[src/rtl/uart_transmitter.sv]
// Unpacks FIFO words into back-to-back 8N1 UART frames, most-significant byte first.
// Optional even-parity bit per frame when UART_TX_PARITY_EN is defined (8E1).
module uart_transmitter #(
    parameter int unsigned UART_BPS      = 1_500_000,
    parameter int unsigned CLK_FREQ      = 100_000_000,
    parameter int unsigned FIFO_RD_WIDTH = 32,
    parameter int unsigned FIFO_RD_BYTE  = FIFO_RD_WIDTH >> 3
) (
    input  logic                     clk,
    input  logic                     rst,
    input  logic                     fifo_empty,
    input  logic [FIFO_RD_WIDTH-1:0] fifo_rd_data,
    output logic                     fifo_rd_en,
    output logic                     tx,
    output logic                     busy
);

    localparam int unsigned BAUD_CNT_MAX = CLK_FREQ / UART_BPS;
    localparam int unsigned BAUD_W       = (BAUD_CNT_MAX > 1) ? $clog2(BAUD_CNT_MAX) : 1;
    localparam int unsigned BYTE_IDX_W   = (FIFO_RD_BYTE > 1) ? $clog2(FIFO_RD_BYTE) : 1;

    typedef enum logic [2:0] {
        S_IDLE,
        S_FETCH,
        S_LOAD,
        S_START,
        S_DATA,
`ifdef UART_TX_PARITY_EN
        S_PARITY,
`endif
        S_STOP
    } state_t;

    state_t                   state;
    state_t                   state_next;
    logic [BAUD_W-1:0]        baud_cnt;
    logic [2:0]               bit_cnt;
    logic [BYTE_IDX_W-1:0]    byte_idx;
    logic [FIFO_RD_WIDTH-1:0] word_reg;
    logic [7:0]               cur_byte;
    logic                     in_bit;
    logic                     bit_end;
    logic                     last_byte;

    // The byte on the line is always the top byte; the word shifts left between frames.
    assign cur_byte  = word_reg[FIFO_RD_WIDTH-1 -: 8];
    assign bit_end   = in_bit && (baud_cnt == BAUD_W'(BAUD_CNT_MAX - 1));
    assign last_byte = (byte_idx == BYTE_IDX_W'(FIFO_RD_BYTE - 1));

    // State register
    always_ff @(posedge clk) begin
        if (rst) begin
            state <= S_IDLE;
        end else begin
            state <= state_next;
        end
    end

    // Next-state and state-decoded outputs
    always_comb begin
        state_next = state;
        fifo_rd_en = 1'b0;
        tx         = 1'b1;
        busy       = (state != S_IDLE);
        in_bit     = 1'b0;
        case (state)
            S_IDLE: begin
                if (!fifo_empty) begin
                    state_next = S_FETCH;
                end
            end
            S_FETCH: begin
                fifo_rd_en = 1'b1;
                state_next = S_LOAD;
            end
            S_LOAD: begin
                state_next = S_START;
            end
            S_START: begin
                in_bit = 1'b1;
                tx     = 1'b0;
                if (bit_end) begin
                    state_next = S_DATA;
                end
            end
            S_DATA: begin
                in_bit = 1'b1;
                tx     = cur_byte[bit_cnt];
                if (bit_end && (bit_cnt == 3'd7)) begin
`ifdef UART_TX_PARITY_EN
                    state_next = S_PARITY;
`else
                    state_next = S_STOP;
`endif
                end
            end
`ifdef UART_TX_PARITY_EN
            S_PARITY: begin
                in_bit = 1'b1;
                tx     = ^cur_byte;
                if (bit_end) begin
                    state_next = S_STOP;
                end
            end
`endif
            S_STOP: begin
                in_bit = 1'b1;
                if (bit_end) begin
                    state_next = last_byte ? S_IDLE : S_START;
                end
            end
            default: begin
                state_next = S_IDLE;
            end
        endcase
    end

    // Baud, bit and byte counters plus the word register
    always_ff @(posedge clk) begin
        if (rst) begin
            baud_cnt <= '0;
            bit_cnt  <= '0;
            byte_idx <= '0;
            word_reg <= '0;
        end else begin
            if (!in_bit || bit_end || (state_next != state)) begin
                baud_cnt <= '0;
            end else begin
                baud_cnt <= baud_cnt + BAUD_W'(1);
            end

            if (state != S_DATA) begin
                bit_cnt <= '0;
            end else if (bit_end) begin
                bit_cnt <= bit_cnt + 3'd1;
            end

            if (state == S_LOAD) begin
                word_reg <= fifo_rd_data;
                byte_idx <= '0;
            end else if ((state == S_STOP) && bit_end && !last_byte) begin
                word_reg <= word_reg << 8;
                byte_idx <= byte_idx + BYTE_IDX_W'(1);
            end
        end
    end

endmodule

[config.mk]
export PLATFORM = sky130hd
export DESIGN_NAME = uart_transmitter
export DESIGN_NICKNAME = d
export VERILOG_FILES = /design/src/rtl/uart_transmitter.sv
export SDC_FILE = /design/constraint.sdc
export NUM_CORES = 1
export LEC_CHECK = 0
export CORE_ASPECT_RATIO = 0.9
export CORE_MARGIN = 3
export CORE_UTILIZATION = 47
export CTS_CLUSTER_SIZE = 28
export DETAILED_ROUTE_END_ITERATION = 12
export GPL_TIMING_DRIVEN = 0
export HOLD_SLACK_MARGIN = 0.06
export PLACE_DENSITY_LB_ADDON = 0.25
export SYNTH_ARGS = -nofsm -noshare
export SYNTH_HDL_FRONTEND = slang
export SYNTH_SLANG_ARGS = --single-unit
[constraint.sdc]
create_clock -name clk -period 2.2 [get_ports clk]
set_input_delay 0.22 -clock clk [delete_from_list [all_inputs] [get_ports clk]]
set_output_delay 0.22 -clock clk [all_outputs]
set_load 0.005 [all_outputs]
==> results of run 1 <==
-- cells in the final DEF, fill, tap and decap left out, types with 3 or more instances in the layout --
master / count
nor4_1: 10
nand2_1: 44
dfxtp_1: 42
buf_4: 5
xnor2_1: 5
nand3_1: 12
clkbuf_1: 11
buf_6: 3
a311oi_1: 16
a21oi_1: 10
nand2b_1: 3
clkdlybuf4s50_1: 36
nor3_2: 4
clkbuf_8: 5
nor3_1: 12
ha_1: 5
mux2i_1: 3
nor2_1: 35
dfxtp_2: 4
-- metal layers --
layer | global-route usage [%] | routed length (microns) | vias to the layer above | part of all wire, %
li1 | - | - | 1001 | -
met1 | 27.50 | 2411 | 906 | 45
met2 | 31.27 | 2473 | 73 | 46
met3 | 4.453 | 393 | 9 | 7.3
met4 | 7.379 | 70 | 0 | 1.3
met5 | 0 | 0 | - | 0
-- timing repair --
| item | 4_1_cts | 5_1_grt |
|---|---|---|
| setup buffers | 1 | 4 |
| endpoints found under the setup margin | 1 | 32 |
| resized for setup | 4 | 17 |
| pin swaps | 0 | 2 |
| gates cloned | 0 | 0 |
-- cell type report --
type | count | area [sq um]
Clock buffer | 5 | 68.82
Sequential cell | 47 | 949.7
Buffer | 20 | 120.1
Timing Repair Buffer | 42 | 407.9
Clock inverter | 3 | 20.02
Tap cell | 60 | 75.07
Inverter | 2 | 7.507
Fill cell | 384 | 1499
Multi-Input combinational cell | 186 | 1146
-- cells by family (layout without fill, tap and decap cells) --
kind of cell,count (synthesis),in the layout
mux,6,6
compound gates,34,34
buf+inv,23,72
simple gates,134,134
flops,47,47
xor+xnor,7,7
fa+ha+maj,5,5
-- how the worst max path moves through the flow --
stage | startpoint | end | slack, ps | cells past startpoint
global route | state[1] | word_reg[23] | -3 | 6
finish | bit_cnt[0] | tx | 60 | 4
detailed placement | bit_cnt[0] | tx | 9 | 4
CTS | bit_cnt[0] | tx | 5 | 4
global placement | bit_cnt[0] | tx | 20 | 4
floorplan | baud_cnt[2] | word_reg[23] | 140 | 7
-- critical path, stage by stage, from the launching register on --
cell and delay (ps):
dfxtp_4 390, mux4_2 510, mux2_4 280, o31a_1 240, clkdlybuf4s15_1 200
-- power by group through the flow --
| stage | sequential, mW | clock (mW) | combinational [mW] |
|---|---|---|---|
| after floorplan | 0.945 | 0 | 0.133 |
| after global placement | 0.953 | 0 | 0.234 |
| after detailed placement | 0.954 | 0 | 0.239 |
| after CTS | 0.933 | 0.528 | 0.240 |
| after global routing | 0.941 | 0.578 | 0.268 |
| final | 0.935 | 0.526 | 0.242 |
-- per-stage QoR --
stage | instances | hold slack [ps] | worst slack, ps | setup TNS (ps)
floorplan | 256 | 360.5 | 143.9 | 0
global placement | 353 | 441.1 | 19.39 | 0
detailed placement | 353 | 451.8 | 8.527 | 0
CTS | 362 | 455.7 | 5.252 | 0
global route | 365 | 457.3 | -3.280 | -3.280
finish | 365 | 451.8 | 61.87 | 0
==> summary.txt, run 1 <==
Status
  • Status: finished, final reports clean

Clocking
  • H-tree Lvls: 2
  • Sink Count: 47
  • Clock Latency Late Sink: 310 ps
  • Clock Path Buffers: 2
  • Clock transition at path regs: 90 ps
  • Total CTS buffers: 5
  • CTS tree: done
  • Root buffer cell: clkbuf_8
  • Hold_buf cts: 0

Worst setup path
  • Worst Path Required: 1980 ps
  • Worst-case reg-to-reg path depth: 6
  • FF-to-FF setup slack: 120 ps
  • R2r startpoint: baud_cnt[3]
  • Worst R2R End: word_reg[23]
  • WS Path Type: reg -> out
  • Arr. time, crit path: 1920 ps
  • CP endpoint kind: output pin
  • Startpoint Class: register
  • Crit-path max FO: 3

Global route
  • GRT Total Usage: 20.12%
  • Initial antenna violation count: 0
  • GRT overflow: 0
  • Pin count of the biggest net entering global routing: 16
  • First-pass GRT wire length: 8811 microns
  • Vias in the first global route: 1878

Power
  • Leak Pwr: 0.9714 nW
  • Sequential Power Share: 54.9%
  • Logic pwr share: 14.2%
  • Switching share of total power: 26.66%
  • Maximum VDD drop: 0.3335 mV
  • Pwr dens: 609.1 nW/um^2
  • Total Power Consumption: 1.703 mW
  • Clock Power Share: 30.9%
  • Int Pwr: 1.249 mW
  • Psw: 0.4539 mW

Logic synthesis
  • Area share of and/or/nand/nor cells after synthesis: 30.44%
  • Number of flops mapped to enable cells by yosys: 0
  • Asr flop ratio synth: 0%
  • Netlist cell types: 37
  • Compound-Gate Fraction of Synth Area: 11.57%
  • Share of the synthesized area in the top cell type: 42.87%
  • Most common cell in the netlist: dfxtp_1
  • Synth area leader: dfxtp_1
  • Post-synth net total: 296
  • Xor/xnor cell area share of the yosys netlist: 2.794%
  • Synth top area cells: dfxtp_1 43%, nand2_1 7.5%, a311oi_1 6.4%
  • Seq/Total Area, Yosys: 42.87%
  • Cell count after synthesis: 256
  • Syn Area/Cell: 8.573 sq um
  • Mapped Area: 2195 sq um
  • Synth Register Bits: 47
  • Mux share of post-synthesis cell area: 3.934%
  • Synth top cells by count: 47 x dfxtp_1, 44 x nand2_1, 35 x nor2_1, 16 x a311oi_1, 13 x clkbuf_1
  • Main combinational cell family by area after synthesis: simple AND/OR/NAND/NOR gates
  • Adder-cell share of the synthesized area: 2.851%
  • Main synth FF type: dfxtp_1
  • Yosys Warn Count: 0

STA
  • Worst Tran Pin Value: 543.2 ps
  • Min cycle time layout: 2138 ps
  • Slew HR: 63.79%
  • FMAX: 467.7 MHz
  • Final period utilization: 97.19%
  • Final setup vio count: 0
  • Hold Violations, Final: 0
  • Final Max Slew Viols: 0
  • Layout Skew: 7.409 ps

Run
  • Max Cap Viol: 0

Place
  • GP Congestion: 0.8412
  • Dpl hpwl: 3808 microns
  • Placed cell areas: 2640 sq um
  • Port Buffer Count: 37

Routing
  • Drt pass-1 iters: 4
  • Post-route ant nets: 0
  • WL final: 5348 microns
  • # DRC: 0
  • WL/cell: 14.65 microns
  • Vias per cell: 5.449
  • Via Count: 1989
  • Initial DRC count: 158

Min path
  • Min-Delay Path Depth: 3
  • Worst hold path type: in -> reg
  • HP Start: fifo_rd_data[6]
  • Hold path endpoint: word_reg[6]

Finish
  • Number of flip-flops in the largest register: 32
  • Layout cells sized above 1: 13.77%
  • Final Core Density: 65.09%
  • Design area: 2795 sq um
  • Layout area overhead: 27.37%
  • Final nets: 344
  • Ant diodes: 0

Floorplanning
  • Die ar.: 5526 sq um
  • Core box area: 4294 sq um
  • Die H: 70.83 microns
  • Initial core utilization: 51.11%
  • I/O pins: 38
  • Cell Rows: 22
  • Die Width: 78.03 microns
Note: power is estimated with default switching activity, not from simulation.
==> run 2, diff against run 1 <==
--- a/config.mk
+++ b/config.mk
@@ -12,6 +12,7 @@
 export DETAILED_ROUTE_END_ITERATION = 12
 export GPL_TIMING_DRIVEN = 0
 export HOLD_SLACK_MARGIN = 0.06
+export MAX_ROUTING_LAYER = met4
 export PLACE_DENSITY_LB_ADDON = 0.25
 export SYNTH_ARGS = -nofsm -noshare
 export SYNTH_HDL_FRONTEND = slang
==> summary.txt, run 2 (same netlist as run 1, synthesis figures left out) <==
Status
  • Status: finished, final reports clean

STA
  • Final Max Slew Viols: 0
  • Hold Violations, Final: 0
  • Final setup vio count: 0
  • Min cycle time layout: 2136 ps
  • FMAX: 468.2 MHz
  • Worst Tran Pin Value: 537.7 ps
  • Slew HR: 64.15%
  • Final hold slack: 451.9 ps
  • Final period utilization: 97.08%
  • Layout Skew: 6.686 ps

Finish
  • Commonest non-fill, non-tap cell in the layout: nand2_1
  • Final nets: 344
  • Number of flip-flops in the largest register: 32
  • Most frequent cells in the layout: 44 x nand2_1, 42 x dfxtp_1, 36 x clkdlybuf4s50_1
  • Final std cells w/o fill: 365
  • Layout cells sized above 1: 13.77%
  • Ant diodes: 0
  • Layout area overhead: 27.37%

Place
  • GP Congestion: 0.8543
  • Placed Instances: 353
  • Port Buffer Count: 37
  • Dpl hpwl: 3808 microns

Clocking
  • Sink Count: 47
  • Clock Path Buffers: 2
  • Total CTS buffers: 5
  • Hold_buf cts: 0
  • Root buffer cell: clkbuf_8
  • Clock transition at path regs: 90 ps
  • H-tree Lvls: 2
  • CTS tree: done
  • Clock Latency Late Sink: 310 ps

Worst setup path
  • Crit path from: bit_cnt[0]
  • CP top delay family: multiplexers
  • Arr. time, crit path: 1920 ps
  • Startpoint Class: register
  • Crit-path max FO: 3
  • Worst path cell trace: mux4_2, mux2_4, o31a_1, clkdlybuf4s15_1
  • Worst path bufs/invs: 1
  • Worst R2R End: word_reg[23]
  • Critical Path Max Stage Delay: 510 ps
  • R2r startpoint: baud_cnt[3]
  • CP endpoint kind: output pin
  • FF-to-FF setup slack: 120 ps
  • Slowest CP cell: mux4_2
  • Worst Path Required: 1980 ps
  • WS Path Type: reg -> out
  • Worst-case reg-to-reg path depth: 6

Global route
  • Pin count of the biggest net entering global routing: 16
  • Vias in the first global route: 1879
  • Initial antenna violation count: 0
  • First-pass GRT wire length: 8804 microns
  • GRT Total Usage: 20.73%
  • GRT overflow: 0

Power
  • Pwr dens: 609.8 nW/um^2
  • Maximum VDD drop: 0.3337 mV
  • Leak Pwr: 0.9714 nW

Run
  • Max Cap Viol: 0

Routing
  • WL/cell: 14.69 microns
  • Post-route ant nets: 0
  • Via Count: 1984
  • Vias per cell: 5.436
  • WL final: 5361 microns
  • # DRC: 0
  • Drt pass-1 iters: 4
  • Initial DRC count: 147

Floorplanning
  • Cell Rows: 22
  • I/O pins: 38
  • Die ar.: 5526 sq um
  • Core box area: 4294 sq um
  • Die H: 70.83 microns
  • Initial core utilization: 51.11%
  • Die Width: 78.03 microns

Min path
  • HP Start: fifo_rd_data[6]
  • Min-Delay Path Depth: 3
  • Worst hold path type: in -> reg
  • Hold path endpoint: word_reg[6]
==> run 2: cell counts in the layout (fill, tap and decap cells not counted) <==
No cell type changed its count.
==> run 2: timing repair <==
item | 4_1_cts | 5_1_grt
buffers inserted | 1 | 4
resized for setup | 4 | 17
pin swaps | 0 | 2
setup endpoints to repair | 1 | 32
==> run 2: per-stage QoR <==
| stage | setup WS, ps | cell area [sq um] | total power, mW | setup TNS [ps] | util [%] |
|---|---|---|---|---|---|
| floorplan | 143.9 | 2195 | 1.078 | 0 | - |
| global placement | 19.39 | 2640 | 1.187 | 0 | 61.48 |
| detailed placement | 8.527 | 2640 | 1.193 | 0 | 61.48 |
| CTS | 5.252 | 2743 | 1.701 | 0 | 63.87 |
| global route | -3.240 | 2795 | 1.786 | -3.240 | 65.09 |
| finish | 64.23 | 2795 | 1.704 | 0 | 65.09 |
==> run 2: how the worst max path moves through the flow <==
stage | to | slack, ps | cells after the start
6_report | tx | 60 | 4
5_1_grt | word_reg[23] | -3 | 6
4_1_cts | tx | 5 | 4
3_5_place_dp | tx | 9 | 4
3_3_place_gp | tx | 20 | 4
2_1_floorplan | word_reg[23] | 140 | 7
==> run 2: metal layers <==
layer  GRT usage [%]  wire [microns]
met1           27.50            2470
met2           31.27            2485
met3           4.453             329
met4           7.379              76
met5               -               0
==> run 2: tightest hold or removal path, delay by kind of cell <==
kind,cells,cell delay [ps]
buffers and inverters,1,390
AO/OA/AOI/OAI,1,50
AND/OR/NAND/NOR,1,50
==> run 2: area by class of cell <==
cell class	count	area [sq um]
plain buffers	20	120.1
clock buffers	5	68.82
clock inverters	3	20.02
fillers	384	1499
inverters	2	7.507
multi-input cells	186	1146
flip-flops and latches	47	949.7
well taps	60	75.07
repair buffers	42	407.9
==> run 2: where the power goes <==
group,internal [mW],switching (mW),total (mW),leakage (nW)
sequential,0.902,0.0335,0.935,0.386
combinational,0.125,0.116,0.242,0.546
clock,0.222,0.306,0.528,0.0402
total,1.25,0.456,1.70,0.971
==> RTL edit 1: new RTL, settings of run 2 <==
Change the parameter `FIFO_RD_WIDTH` from 32 to 64.
--- a/src/rtl/uart_transmitter.sv
+++ b/src/rtl/uart_transmitter.sv
@@ -3,7 +3,7 @@
 module uart_transmitter #(
     parameter int unsigned UART_BPS      = 1_500_000,
     parameter int unsigned CLK_FREQ      = 100_000_000,
-    parameter int unsigned FIFO_RD_WIDTH = 32,
+    parameter int unsigned FIFO_RD_WIDTH = 64,
     parameter int unsigned FIFO_RD_BYTE  = FIFO_RD_WIDTH >> 3
 ) (
     input  logic                     clk,
Ports: changed (resized fifo_rd_data); port bits go from 38 to 70. No check against the original RTL was run, so the function may have changed too.
==> RTL edit 1 against run 2 <==
  * Routed wire length grew 62%
  * Critical path depth is the same
  * Global-route usage grew 1.0 points
  * Synthesized cell count grew 50%
  * Design area grew 63%
  * Synthesized area grew 60%
  * Setup slack lost 0.025 ns
  * Sequential cell count grew 33
  * Total power grew 94%
  * Largest power group unchanged
==> RTL edit 1: results (changes against run 2) <==
| Metric | Value |
|---|---|
| Outcome | finished clean |
| Non-clock buffer share of cell area | 18.8% (-0.041 points) |
| Clock buffers | 11 (+6) |
| Dpl cells | 545 (+54%) |
| GRT met3 Usage | 5.81% (+1.4 points) |
| #MultiIn Comb | 268 (+44%) |
| P&R area growth vs syn | 30.3% |
| Place WS | 0.0446 ns (+0.0361 ns) |
| Port bufs | 68 (+84%) |
| Slew HR | 53.4% (-11 points) |
| Max reg flops | 64 (+100%) |
| Cell count after synthesis | 384 (+50%) |
| Top cells by area, synth | dfxtp_1 (46%), a22oi_1 (9.0%), a21oi_1 (8.0%) |
| Filler cell count | 609 (+59%) |
| Synth cell types | 46 (+24%) |
| Power Density | 724 mW/mm^2 (+19%) |
| H-tree lvl count | 3 (+1) |
| R2r setup slk | 0.15 ns (+0.03 ns) |
| Lkg Pwr | 1.54 nW (+59%) |
| Peak supply drop | 0.428 mV (+28%) |
| Seq/total area | 35.2% (+1.2 points) |
| Met1 usage in global routing | 27.0% (-0.55 points) |
| Most frequent cells after synthesis | dfxtp_1 (80), nand2_1 (66), a21oi_1 (56) |
| Final HPWL DP | 6360 um (+67%) |
| Fraction of area in multi-input gates | 37.9% (-3.1 points) |
| Clock-cell share | 5.37% (+2.2 points) |
| FFs & Latches | 80 (+70%) |
| Non-Filler Instances | 562 (+54%) |
| Clk_skew | 0.0104 ns (+0.00372 ns) |
| Largest net degree at the start of global routing | 14 (-2) |
| Drt wl/cell | 15.5 um (+5.2%) |
| Seq pwr | 0.00156 W (+67%) |
| Post-Place Cell Area | 0.00430 mm^2 (+63%) |
| Plain + repair buffers | 103 (+66%) |
| Met2 Resource Use GR | 35.6% (+4.3 points) |
| Share of post-route cells with drive strength above 1 | 15.1% (+1.4 points) |
| Register area share after synthesis | 45.7% (+2.8 points) |
| RR Startpoint | byte_idx[0] |
| Vias per cell | 5.51 (+1.3%) |
[RTL edit 1: cell count changes after synthesis, sizes merged, moves of 14 or more]
cell / before / now
nand2: 44 / 67
dfxtp: 47 / 80
a311oi: 16 / 1
nor2: 35 / 14
nor3: 18 / 4
a22oi: 0 / 52
a21oi: 10 / 66
[RTL edit 1: layer usage]
layer	vias up	part of all wire, %	wire (um)
met2	78	48	4170
li1	1551	-	-
met1	1457	46	3980
met5	-	0	0
met4	0	1.0	89
met3	8	5.0	438
[RTL edit 1: logic make-up after synthesis]
group                      Yosys count  share of synthesized area, %
adders and majority gates            6                          2.14
muxes                                7                          2.75
AOI/OAI and AO/OA                  131                          27.0
DFF                                 80                          45.7
buffers and inverters               36                          4.92
and+or+nand+nor                    117                          15.7
xor gates and xnor gates             7                          1.75
[RTL edit 1: timing repair]
item	in CTS	in global routing
resized for setup	5	10
endpoints found under the setup margin	3	50
cloned	0	0
pin swaps	0	0
buffers inserted	1	0
==> RTL edit 2: new RTL, settings of run 2 <==
Without the edit above. Encoding of `state_t`: now Gray code (3 bits for 6 states).
--- a/src/rtl/uart_transmitter.sv
+++ b/src/rtl/uart_transmitter.sv
@@ -20,15 +20,15 @@
     localparam int unsigned BYTE_IDX_W   = (FIFO_RD_BYTE > 1) ? $clog2(FIFO_RD_BYTE) : 1;
 
     typedef enum logic [2:0] {
-        S_IDLE,
-        S_FETCH,
-        S_LOAD,
-        S_START,
-        S_DATA,
+        S_IDLE  = 3'b000,
+        S_FETCH = 3'b001,
+        S_LOAD  = 3'b011,
+        S_START = 3'b010,
+        S_DATA  = 3'b110,
 `ifdef UART_TX_PARITY_EN
         S_PARITY,
 `endif
-        S_STOP
+        S_STOP  = 3'b111
     } state_t;
 
     state_t                   state;
Behaviour: same outputs for any inputs over 10 cycles, from zero or initial values and one cycle with rst high; not proved beyond that.
==> RTL edit 2 against run 2 <==
  * Total power shrank 4.9%
  * Design area rose by 4.9%
  * Setup slack better by 0.057 ns
  * Routed wire length increased by 5.6%
  * Sequential cell count did not move
  * Clock skew about the same
  * Synthesized cell count up 14%
  * Synthesized area increased by 9.3%
  * Non-clock buffer count decreased by 4
  * Global-route usage is 0.11 points higher
  * Final cell count rose by 9.6%
  * Via count increased by 10%
==> RTL edit 2: results (changes against run 2) <==
| Metric | Value |
|---|---|
| Worst path arrival time | 1.86 ns (-0.06 ns) |
| First-pass DRT Iterations | 4 (unchanged) |
| Vias in the first global route | 2,069 (+10%) |
| Largest net degree at the start of global routing | 14 (-2) |
| Reg2Reg Depth | 6 (unchanged) |
| Port bufs | 36 (-2.7%) |
| Asr flop ratio synth | 0% (unchanged) |
| Clock Path Buffers | 2 (unchanged) |
| Global-route wire length before repair | 9400 um (+6.7%) |
| Nets@finish | 375 (+9.0%) |
| N_diodes | 0 (unchanged) |
| Worst Hold Depth | 2 (-1) |
| Ys Warns | 0 (unchanged) |
| Drt wl/cell | 14.2 um (-3.6%) |
| # resized after CTS | 0 (-4) |
| Final HPWL DP | 4190 um (+10%) |
| RR Startpoint | state[0] |
| Register area share after synthesis | 39.2% (-3.6 points) |
| H-tree lvl count | 2 (unchanged) |
| Avg Cell Area, Syn | 8.21 um^2 (-4.2%) |
| Top cells by area, synth | dfxtp_1 (39%), o21ai_0 (11%), mux2i_1 (8.8%) |
| Share of post-route cells with drive strength above 1 | 6.57% (-7.2 points) |
| Syn nets | 332 (+12%) |
| Clk Latency, worst-skew pair | 0.30 ns |
| Iter 0 DRT Violations | 227 (+54%) |
| CTS root buffer | clkbuf_8 |
| GR Util All Layers | 20.8% (+0.11 points) |
| Post-CTS Setup Inserts | 0 (-1) |
| Clk_skew | 0.00709 ns (+0.000406 ns) |
| Peak supply drop | 0.346 mV (+3.6%) |
| Synth cell types | 34 (-8.1%) |
| Gpl congestion | 0.864 (+1.2%) |
| Hold Crit Start | rst |
| Post-Route WL | 5660 um (+5.6%) |
| Outcome | finished clean |
| Slew HR | 65.4% (+1.3 points) |
| Most frequent cells after synthesis | o21ai_0 (51), dfxtp_1 (47), a21oi_1 (41) |
| Dpl cells | 393 (+11%) |
| Crit path launch | bit_cnt[1] |
| Max reg flops | 32 (unchanged) |
| Reg clk slew, reported paths | 0.08 ns |
| Lkg Pwr | 1.13 nW (+17%) |
| CP max FO | 5 (+2) |
| Via count | 2,184 (+10%) |
## RTL edit 2: changes by cell type after synthesis, sizes merged, moves of 16 or more
cell / before / now
o21ai: 1 / 51
nand2: 44 / 3
a21oi: 10 / 41
inv: 2 / 27
mux2i: 3 / 21
nor2: 35 / 17
a311oi: 16 / 0
nor3: 18 / 2
## RTL edit 2: worst max-delay path, cell delays in order (launching register included)
cell             delay, ns
dfxtp_2               0.40
mux4_2                0.52
nor2_1                0.10
o21ai_0               0.09
clkdlybuf4s50_1       0.45
## RTL edit 2: cells by family after synthesis
logic type | synth area share, %
adders and majority gates | 2.61
AOI/OAI and AO/OA | 22.3
and+or+nand+nor | 15.1
xor gates and xnor gates | 2.56
muxes | 9.70
buffers and inverters | 8.50
DFF | 39.2
## RTL edit 2: area by class of cell
| cell class | count | area [um^2] |
|---|---|---|
| Clock inverter | 1 | 5.00 |
| Clock buffer | 6 | 82.6 |
| Tap cell | 65 | 81.3 |
| Fill cell | 456 | 1960 |
| Inverter | 27 | 101 |
| Timing Repair Buffer | 36 | 360 |
| Buffer | 22 | 105 |
| Multi-Input combinational cell | 196 | 1250 |
| Sequential cell | 47 | 942 |
## RTL edit 2: worst paths after layout
check / endpoint / slack (ns)
worst max-delay path: tx / 0.12
worst min-delay path: byte_idx[0] / 0.42
worst max register to register: word_reg[22] / 0.22
worst min register to register: baud_cnt[0] / 0.48
## RTL edit 2: where the power goes
group | internal [W] | total (W) | switching, W
clock network | 0.000247 | 0.000529 | 0.000282
logic | 0.000104 | 0.000198 | 0.0000938
registers | 0.000878 | 0.000894 | 0.0000155
## RTL edit 2: routing by layer
metal	global-route usage [%]	vias to the layer above	routed length, um
met5	-	-	0
met4	7.88	0	40
met3	3.80	4	285
met2	31.8	53	2560
met1	27.4	1025	2780
li1	-	1102	-
## RTL edit 2: per-stage QoR
stage / hold slack [ns] / setup slack [ns] / utilization, % / cell area [um^2]
2_1_floorplan: 0.429 / 0.456 / - / 2400
3_3_place_gp: 0.448 / 0.290 / 58.0 / 2840
3_5_place_dp: 0.469 / 0.217 / 58.0 / 2840
4_1_cts: 0.425 / 0.00278 / 59.8 / 2930
5_1_grt: 0.445 / 0.0132 / 59.9 / 2930
6_report: 0.422 / 0.121 / 59.9 / 2930
